**src/rtl/ijvm_reg_bank.sv**
```systemverilog
// ijvm_reg_bank: IJVM datapath register bank, C-bus write on posedge,
// B-bus read on negedge, built-in +/-1 step for pointer registers.
// Ports: clk, rst_n (async low); c_bus/c_write_enable write side;
// b_read_enable/b_sel/b_bus read side; step_en/step_sel/step_dir step;
// step_collision, sel_err status flags.
// Build option: IJVM_REG_BANK_TRISTATE_EN -> idle b_bus is Z, else 0.
module ijvm_reg_bank #(
  parameter int WORD_WIDTH = 8,
  parameter int NUM_REGS   = 8,
  parameter int SEL_WIDTH  = $clog2(NUM_REGS)
) (
  input  logic                  clk,
  input  logic                  rst_n,
  input  logic [WORD_WIDTH-1:0] c_bus,
  input  logic [NUM_REGS-1:0]   c_write_enable,
  input  logic                  b_read_enable,
  input  logic [SEL_WIDTH-1:0]  b_sel,
  output logic [WORD_WIDTH-1:0] b_bus,
  input  logic                  step_en,
  input  logic [SEL_WIDTH-1:0]  step_sel,
  input  logic                  step_dir,
  output logic                  step_collision,
  output logic                  sel_err
);

  localparam logic [SEL_WIDTH:0] NREG =
    (SEL_WIDTH+1)'(NUM_REGS);
  localparam logic [WORD_WIDTH-1:0] ONE =
    WORD_WIDTH'(1);

  logic [WORD_WIDTH-1:0] regs [NUM_REGS];

  logic                  step_ok;
  logic                  read_ok;
  logic                  step_hit;
  logic                  step_coll;
  logic                  step_bad;
  logic                  read_bad;
  logic                  read_go;
  logic [WORD_WIDTH-1:0] step_cur;
  logic [WORD_WIDTH-1:0] step_val;
  logic                  err_p;
  logic                  err_n;
  logic [WORD_WIDTH-1:0] b_q;

  assign step_ok  = {1'b0, step_sel} < NREG;
  assign read_ok  = {1'b0, b_sel} < NREG;
  assign step_hit = step_en & step_ok;
  assign step_bad = step_en & ~step_ok;
  assign read_go  = b_read_enable & read_ok;
  assign read_bad = b_read_enable & ~read_ok;

  always_comb begin
    step_coll = 1'b0;
    step_cur  = '0;
    for (int k = 0; k < NUM_REGS; k++) begin
      if (step_sel == SEL_WIDTH'(k)) begin
        step_cur  = regs[k];
        step_coll = step_hit & c_write_enable[k];
      end
    end
  end

  assign step_val = step_dir ? step_cur + ONE
                             : step_cur - ONE;

  // C write always wins over a step on the same register
  always_ff @(posedge clk or negedge rst_n) begin
    if (!rst_n) begin
      for (int k = 0; k < NUM_REGS; k++)
        regs[k] <= '0;
    end else begin
      for (int k = 0; k < NUM_REGS; k++) begin
        if (c_write_enable[k])
          regs[k] <= c_bus;
        else if (step_hit &&
                 step_sel == SEL_WIDTH'(k))
          regs[k] <= step_val;
      end
    end
  end

  always_ff @(posedge clk or negedge rst_n) begin
    if (!rst_n) step_collision <= 1'b0;
    else        step_collision <= step_coll;
  end

  // sel_err is updated on both edges; the XOR pair makes the
  // output equal to whichever edge sampled last.
  always_ff @(posedge clk or negedge rst_n) begin
    if (!rst_n) err_p <= 1'b0;
    else        err_p <= step_bad ^ err_n;
  end

  always_ff @(negedge clk or negedge rst_n) begin
    if (!rst_n) err_n <= 1'b0;
    else        err_n <= read_bad ^ err_p;
  end

  assign sel_err = err_p ^ err_n;

  always_ff @(negedge clk or negedge rst_n) begin
    if (!rst_n)       b_q <= '0;
    else if (read_go) b_q <= regs[b_sel];
    else              b_q <= '0;
  end

`ifdef IJVM_REG_BANK_TRISTATE_EN
  logic b_drv;

  always_ff @(negedge clk or negedge rst_n) begin
    if (!rst_n) b_drv <= 1'b0;
    else        b_drv <= read_go;
  end

  assign b_bus = b_drv ? b_q : {WORD_WIDTH{1'bz}};
`else
  assign b_bus = b_q;
`endif

endmodule

```
**config.mk**
```make
export PLATFORM = sky130hd
export DESIGN_NAME = ijvm_reg_bank
export DESIGN_NICKNAME = d
export VERILOG_FILES = /design/src/rtl/ijvm_reg_bank.sv
export SDC_FILE = /design/constraint.sdc
export NUM_CORES = 1
export LEC_CHECK = 0
export CORE_ASPECT_RATIO = 1.75
export CORE_MARGIN = 1.5
export CORE_UTILIZATION = 55
export CTS_CLUSTER_SIZE = 8
export DETAILED_ROUTE_END_ITERATION = 6
export PLACE_DENSITY = 0.84
export SLEW_MARGIN = 20
export SYNTH_ARGS = -nofsm -noshare
export SYNTH_HDL_FRONTEND = slang
export SYNTH_SLANG_ARGS = --single-unit
```
**constraint.sdc**
```tcl
create_clock -name clk -period 9.5 [get_ports clk]
set_clock_uncertainty 0.2 [all_clocks]
set_input_delay 1.9 -clock clk [delete_from_list [all_inputs] [get_ports clk]]
set_output_delay 1.9 -clock clk [all_outputs]
set_load 0.005 [all_outputs]
```
==> results of run 1 <==
-- cells in the final DEF, fill, tap and decap left out, drive strengths merged, types with 3 or more instances in the layout --
master | netlist | routed
o211ai | 3 | 3
nor2b | 17 | 17
buf | 31 | 6
o221ai | 17 | 17
dfrtn | 9 | 9
a221o | 8 | 8
clkdlybuf4s50 | 0 | 35
nand4 | 4 | 4
nor2 | 33 | 33
mux2 | 9 | 9
or2 | 7 | 7
dfrtp | 66 | 66
nand2 | 77 | 77
and3b | 4 | 4
nand3 | 8 | 8
mux4 | 31 | 31
a21oi | 32 | 32
clkbuf | 14 | 10
inv | 8 | 9
mux2i | 29 | 29
ha | 6 | 6
o21ai | 38 | 38
xnor2 | 3 | 3
nor3b | 5 | 5
-- state kept, by name (all words and copies together) (netlist names) --
signal and count:
b_bus 8, step_collision 1, regs 64, err_n 1, err_p 1
-- per-stage QoR --
stage / hold slack (ps) / area [sq um] / setup slack [ps]
after floorplan: 336 / 4890 / 1270
after global placement: 360 / 5230 / 905
after detailed placement: 369 / 5230 / 775
after CTS: 386 / 5550 / 1130
after global routing: 404 / 5550 / 1050
final: 385 / 5550 / 1100
-- path summary, 6_finish.rpt --
check / to / slack, ps / from / cells after the start
setup / recovery: b_bus[3] / 1100 / b_sel[1] / 4
max in group asynchronous: b_bus[1] / 2500 / rst_n / 1
setup reg to reg: b_bus[3] / 3240 / regs[3] / 3
min in group asynchronous: step_collision / 1430 / rst_n / 1
hold reg to reg: regs[10] / 380 / regs[10] / 2
hold / removal: regs[10] / 380 / regs[10] / 2
-- synthesized netlist by cell type, drive strengths merged (3+ instances only) --
| library cell | instances |
|---|---|
| a21oi | 32 |
| a221o | 8 |
| and3b | 4 |
| buf | 31 |
| clkbuf | 14 |
| dfrtn | 9 |
| dfrtp | 66 |
| ha | 6 |
| inv | 8 |
| mux2 | 9 |
| mux2i | 29 |
| mux4 | 31 |
| nand2 | 77 |
| nand3 | 8 |
| nand4 | 4 |
| nor2 | 33 |
| nor2b | 17 |
| nor3b | 5 |
| o211ai | 3 |
| o21ai | 38 |
| o221ai | 17 |
| or2 | 7 |
| xnor2 | 3 |
-- power by group through the flow --
stage / Sequential [uW] / Combinational (uW) / Clock, uW
CTS: 379 / 271 / 367
finish: 380 / 274 / 364
detailed placement: 384 / 270 / 0
floorplan: 374 / 194 / 0
global route: 383 / 297 / 381
global placement: 382 / 259 / 0
-- worst max-delay path, cell delays in order --
cell	delay, ps
clkdlybuf4s50_1	1050
mux4_2	420
mux2i_1	190
nor2b_1	80
-- cell type report --
cell class              count  area [sq um]
clock inverters             6          88.8
inverters                   8          30.0
clock buffers              10           229
flip-flops and latches     75          1880
fillers                   694          3120
repair buffers             41           395
multi-input cells         354          2790
well taps                 117           146
-- per-layer routing --
layer,routed length (um),vias to the layer above
li1,-,1775
met1,4610,1931
met2,7140,245
met3,1030,63
met4,780,0
met5,0,-
-- cells by family (layout without fill, tap and decap cells) --
logic type	Yosys count	count (layout)	synth area share, %
compound gates	108	108	15.1
xor+xnor	5	5	1.59
fa+ha+maj	7	7	1.95
buf+inv	53	65	4.61
flops	75	75	38.4
mux	69	69	22.6
simple gates	165	165	15.8
==> impl_metrics.csv, run 1 <==
group,metric,value,unit
global_route,top_usage_layer,"met2",
timing,setup_viol,0,
global_route,use_met1,37.6,%
global_route,grt_max_degree,59,
global_route,antenna_found_initial,0,
timing,fin_setup_tns,0,ps
power,total_power,1020,uW
timing,worst_slew_pin_slew,901,ps
clock_tree,clockBufferDepth,2,
power,p_per_area,184,nW/um^2
placement,port_buffers,36,
synthesis,synthArstFlopShare,100,%
placement,place_inst,595,
timing,slew_violations,0,
power,p_seq_share,37.3,%
setup_path,critPathArrivalTime,3640,ps
synthesis,synth_top_area_share,33.8,%
drt,ant_nets,0,
synthesis,synth_area_leader_cell,"dfrtp_1",
synthesis,syn-cell-area,4890,sq um
synthesis,ys_seq_area_share,38.4,%
synthesis,syn-num-nets,516,
global_route,grt_use_total,31.3,%
cells_and_area,final_cell_count_no_fill,611,
clock_tree,tritoncts,"done",
synthesis,ys_types,51,
synthesis,synth_edf_count,0,
power,p_leak,0.00234,uW
clock_tree,cts.clk_slew.worst_paths,50,ps
synthesis,synthCells,482,
clock_tree,hold_buffers,0,
synthesis,yosys-top-cells-area,"dfrtp_1 34%, mux4_2 14%, nand2_1 5.9%",
synthesis,ys_ff_latch,75,
power,peakVddDrop,0.159,mV
timing,hold_viol_final,0,
power,clkPwrFrac,35.8,%
cells_and_area,num-nets-final,523,
floorplan,fp.dieH,128,um
worst_hold_path,min_path_type,"reg -> reg",
floorplan,die_area,9480,sq um
synthesis,ys_warn_count,0,
drt,dr_total_vias,4014,
global_route,grt_pass1_wl,21400,um
cells_and_area,diodes,0,
placement,place_congestion,0.882,
clock_tree,cts_made_buffers,9,
floorplan,row_count,45,
timing,max-slew-margin-rel,39.7,%
synthesis,yosys_most_used_dff,"dfrtp_1",
setup_path,cp-start-kind,"input pin",
drt,drc,0,
placement,dp.final_hpwl,9270,um
floorplan,die-width,74.3,um
global_route,use_met2,51.2,%
job,drv_cap,0,
clock_tree,cts_sinks,75,
setup_path,critPathKind,"in -> reg",
setup_path,path_max_fanout,16,
floorplan,io_pins,37,
power,combPwrFrac,26.9,%
outcome,status,"finished clean",
clock_tree,cts_resized,0,
setup_path,cp-end-kind,"flop",
drt,wl_per_cell,22.2,um
cells_and_area,drive_above_1_share,17.0,%
global_route,grt_use_met3,4.48,%
clock_tree,root_buffer,"clkbuf_16",
drt,drtIter0Drc,434,
floorplan,initial_core_util,56.4,%
setup_path,required,4740,ps
global_route,overflow,0,
clock_tree,clk_latency,340,ps
cells_and_area,syn2layout_area_growth,13.6,%
drt,drt-total-wl,13600,um
clock_tree,postCtsSetupBuffers,0,
clock_tree,cts-htree-levels,3,
power,p_int,704,uW
drt,via_per_inst,6.57,
timing,rsz0062_at_grt,"false",
global_route,grt_pass1_vias,4153,
power,power_switching,315,uW
synthesis,syn_area_per_cell,10.1,sq um
floorplan,core_area,8670,sq um
drt,dr.pass1.iters,6,
cells_and_area,fin_util,64.0,%
power,p_sw_share,30.9,%
Power figures use the tool's default switching activity.
==> run 2: changes to the inputs <==
clock period = 8.4 ns   (was 9.5 ns; I/O delays follow)
==> run 2 against run 1 <==
Combinational power rose by 14%. First-iteration DRC count fell by 8.3%. Critical path depth fell by 2. Hold slack improved by 12 ps. Critical endpoint is now sel_err.
==> impl_metrics.csv, run 2 (same netlist as run 1, synthesis figures left out) <==
group,metric,value,unit
clock_tree,tritoncts,"done",
setup_path,required,6520,ps
timing,max-slew-margin-rel,41.3,%
drt,drtIter0Drc,398,
power,peakVddDrop,0.142,mV
timing,worst_slew_pin_slew,878,ps
clock_tree,hold_buffers,0,
placement,port_buffers,36,
cells_and_area,drive_above_1_share,17.4,%
floorplan,die_area,9480,sq um
global_route,overflow,0,
cells_and_area,regMostFlops,"regs",
setup_path,cp-start-kind,"flop",
cells_and_area,syn2layout_area_growth,14.2,%
timing,fin_setup_tns,0,ps
floorplan,fp.dieH,128,um
clock_tree,postCtsSetupBuffers,0,
floorplan,row_count,45,
drt,via_per_inst,6.75,
setup_path,cp_cell_sequence,"xor2_1 -> clkdlybuf4s50_1",
cells_and_area,largest_reg_flops,64,
floorplan,die-width,74.3,um
clock_tree,cts-htree-levels,3,
power,p_seq_share,36.4,%
drt,drt-total-wl,14000,um
power,clkPwrFrac,37.4,%
global_route,grt_max_degree,59,
timing,slew_violations,0,
worst_hold_path,hold_path.startpoint,"regs[2]",
job,drv_cap,0,
drt,ant_nets,0,
cells_and_area,diodes,0,
drt,dr.pass1.iters,5,
timing,hold_viol_final,0,
cells_and_area,fin_util,64.4,%
power,p_int,825,uW
clock_tree,cts.clk_slew.worst_paths,60,ps
clock_tree,cts_resized,0,
power,power_switching,361,uW
clock_tree,clk_latency,340,ps
global_route,antenna_found_initial,0,
setup_path,r2r_setup_slack,2720,ps
placement,place_congestion,0.950,
clock_tree,clockBufferDepth,2,
setup_path,slowest_stage,"clkdlybuf4s50_1",
floorplan,initial_core_util,56.4,%
power,p_per_area,212,nW/um^2
power,p_leak,0.00236,uW
cells_and_area,final_cell_mix,"77 x nand2_1, 66 x dfrtp_1, 37 x o21ai_0",
setup_path,cp-end-kind,"primary output",
clock_tree,root_buffer,"clkbuf_16",
cells_and_area,fillers,691,
timing,rsz0062_at_grt,"false",
setup_path,critPathLaunch,"err_n",
setup_path,path_buf_inv,1,
outcome,status,"finished clean",
cells_and_area,num-nets-final,524,
timing,setup_viol,0,
setup_path,critPathKind,"reg -> out",
power,combPwrFrac,26.2,%
setup_path,worst_r2r_startpoint,"regs[7]",
drt,drc,0,
setup_path,cp_top_family,"buffers and inverters",
drt,wl_per_cell,22.9,um
clock_tree,cts_made_buffers,9,
global_route,grt_use_total,32.2,%
clock_tree,cts_sinks,75,
global_route,grt_pass1_vias,4338,
floorplan,io_pins,37,
placement,dp.final_hpwl,9340,um
setup_path,slowest_delay,510,ps
floorplan,core_area,8670,sq um
global_route,grt_pass1_wl,22300,um
worst_hold_path,min_path_type,"reg -> reg",
setup_path,path_max_fanout,2,
cells_and_area,final_common_cell,"nand2_1",
drt,dr_total_vias,4131,
power,p_sw_share,30.4,%
setup_path,critPathArrivalTime,5600,ps
run 2: layout make-up:
type	instances	area [sq um]	share of cell area [%]
Sequential cell	75	1880	33.6
Clock buffer	9	225	4.03
Clock inverter	7	116	2.08
Timing Repair Buffer	42	403	7.22
Multi-Input combinational cell	354	2790	49.9
Inverter	8	30.0	0.538
Tap cell	117	146	2.62
run 2: power by group through the flow:
stage	clock (uW)	combinational [uW]	sequential, uW
after floorplan	0	219	424
after global placement	0	292	432
after detailed placement	0	304	435
after CTS	443	308	429
after global routing	459	335	434
final	444	311	431
run 2: worst reg2reg max path: cells and delay by family, from the launching register on:
family / cells / cell delay (ps)
flops: 1 / 420
mux: 2 / 640
simple gates: 1 / 80
run 2: final timing paths:
kind,end,depth (start not counted)
setup / recovery,sel_err,2
min in group asynchronous,regs[7],1
max in group asynchronous,b_bus[2],1
hold reg to reg,regs[2],2
hold / removal,regs[2],2
setup reg to reg,b_bus[7],3
run 2: metal layers:
metal	part of all wire (%)	vias up	track usage, %	wire (um)
met5	0	-	0	0
met4	7.3	0	23.5	1020
met3	7.2	78	5.19	1010
met2	50	252	50.2	6990
met1	36	2035	39.6	4980
li1	-	1766	-	-
run 2: metrics by stage:
step           power (uW)  setup slack [ps]  cell area, sq um  hold WS [ps]  instances
2_1_floorplan         643               938              4890           336        482
3_3_place_gp          724               643              5240           362        596
3_5_place_dp          739               575              5240           383        596
4_1_cts              1180               904              5580           396        612
5_1_grt              1230               844              5580           443        612
6_report             1190               916              5580           397        612
==> run 3: changes to the inputs <==
CAP_MARGIN = 25   (was not set)
CORE_MARGIN = 5   (was 1.5)
==> run 3 against run 2 <==
Wire length shrank 2.3%. Power is 0.55% lower. Cell area barely moved. Core utilization about the same. Sequential power hardly changed. Clock power fell by 1%. First-iteration DRC count rose by 38%. Global-route usage decreased by 5.1 points. Cell count unchanged. Sequential share of layout area barely moved. Non-clock buffer count did not move. Worst setup slack is essentially flat. Largest cell class unchanged.
==> impl_metrics.csv, run 3 (same netlist as run 1, synthesis figures left out) <==
group,metric,value,unit
drt,wl_per_cell,22.3,um
job,drv_cap,0,
global_route,antenna_found_initial,0,
setup_path,cp_cell_sequence,"xor2_1 -> clkdlybuf4s50_1",
cells_and_area,regMostFlops,"regs",
timing,max-slew-margin-rel,39.5,%
setup_path,slowest_stage,"clkdlybuf4s50_1",
cells_and_area,drive_above_1_share,17.2,%
clock_tree,cts_resized,0,
drt,drc,0,
clock_tree,cts.clk_slew.worst_paths,50,ps
timing,timing.final.ws_setup,916,ps
setup_path,required,6520,ps
timing,slew_violations,0,
power,power_switching,353,uW
floorplan,core_area,8670,sq um
placement,place_congestion,0.928,
placement,dp.final_hpwl,9300,um
clock_tree,root_buffer,"clkbuf_16",
drt,via_per_inst,6.61,
setup_path,cp-start-kind,"flop",
drt,ant_nets,0,
global_route,grt_pass1_vias,4117,
cells_and_area,final_common_cell,"nand2_1",
cells_and_area,syn2layout_area_growth,14.2,%
drt,dr_total_vias,4043,
floorplan,io_pins,37,
clock_tree,cts_sinks,75,
clock_tree,hold_buffers,0,
clock_tree,cts_made_buffers,9,
setup_path,critPathArrivalTime,5600,ps
setup_path,path_max_fanout,2,
clock_tree,cts-htree-levels,3,
cells_and_area,num-nets-final,524,
timing,setup_viol,0,
floorplan,fp.dieH,135,um
global_route,grt_max_degree,41,
clock_tree,postCtsSetupBuffers,0,
timing,fin_setup_tns,0,ps
clock_tree,tritoncts,"done",
floorplan,die-width,81.3,um
global_route,overflow,0,
clock_tree,clockBufferDepth,2,
power,peakVddDrop,0.170,mV
timing,rsz0062_at_grt,"false",
placement,dp_slack,569,ps
global_route,grt_use_total,27.1,%
floorplan,initial_core_util,56.4,%
power,clkPwrFrac,37.2,%
drt,dr.pass1.iters,5,
timing,worst_slew_pin_slew,905,ps
power,p_int,826,uW
drt,drtIter0Drc,548,
outcome,status,"finished clean",
power,combPwrFrac,26.2,%
placement,port_buffers,36,
cells_and_area,seq_area,1880,sq um
cells_and_area,diodes,0,
power,p_seq_share,36.6,%
timing,hold_viol_final,0,
power,p_sw_share,29.9,%
setup_path,slowest_delay,510,ps
cells_and_area,largest_reg_flops,64,
clock_tree,clk_latency,340,ps
cells_and_area,multi_input_comb_area,2790,sq um
floorplan,die_area,10900,sq um
cells_and_area,fillers,688,
power,p_per_area,211,nW/um^2
floorplan,row_count,45,
drt,drt-total-wl,13700,um
power,p_leak,0.00236,uW
setup_path,critPathKind,"reg -> out",
setup_path,cp-end-kind,"primary output",
global_route,grt_pass1_wl,21500,um
cells_and_area,final_cell_mix,"77 x nand2_1, 66 x dfrtp_1, 37 x o21ai_0",
worst_hold_path,min_path_type,"reg -> reg",
-- run 3: critical path, delay by kind of cell, from the launching register on --
family | cells | cell delay [ps]
xor+xnor | 1 | 130
buf+inv | 1 | 510
flops | 1 | 410
-- run 3: layout make-up --
cell class                 instances  share of cell area, %
timing repair buffer              42                   7.22
multi-input combinational        354                   49.9
sequential                        75                   33.6
tap                              117                   2.62
clock inverter                     6                   2.00
inverter                           8                  0.538
clock buffer                      10                   4.10
-- run 3: worst paths after layout --
| check | start | end | slack [ps] | depth (start not counted) |
|---|---|---|---|---|
| worst min register to register | regs[34] | regs[34] | 400 | 2 |
| min in group asynchronous | rst_n | regs[29] | 1120 | 1 |
| worst max-delay path | err_n | sel_err | 920 | 2 |
| worst min-delay path | regs[34] | regs[34] | 400 | 2 |
| max in group asynchronous | rst_n | b_bus[0] | 2390 | 1 |
| worst max register to register | regs[5] | b_bus[5] | 2720 | 3 |
-- run 3: power by group through the flow --
stage	combinational (uW)	clock, uW	sequential (uW)
2_1_floorplan	219	0	424
5_1_grt	333	461	434
4_1_cts	306	446	430
3_5_place_dp	303	0	435
3_3_place_gp	293	0	433
6_report	309	439	431
-- run 3: layer usage --
layer	GRT usage, %	wire length (um)	vias up
li1	-	-	1769
met1	31.1	4770	1963
met2	43.4	6940	238
met3	4.34	940	73
met4	22.3	1030	0
met5	0	0	-
-- run 3: per-stage QoR --
step                      utilization (%)  instances  area [sq um]  hold WS (ps)  power [uW]
after floorplan                         -        482          4890           336         643
after global placement               60.4        596          5240           362         726
after detailed placement             60.4        596          5240           382         738
after CTS                            64.4        612          5580           396        1180
after global routing                 64.4        612          5580           432        1230
final                                64.4        612          5580           399        1180
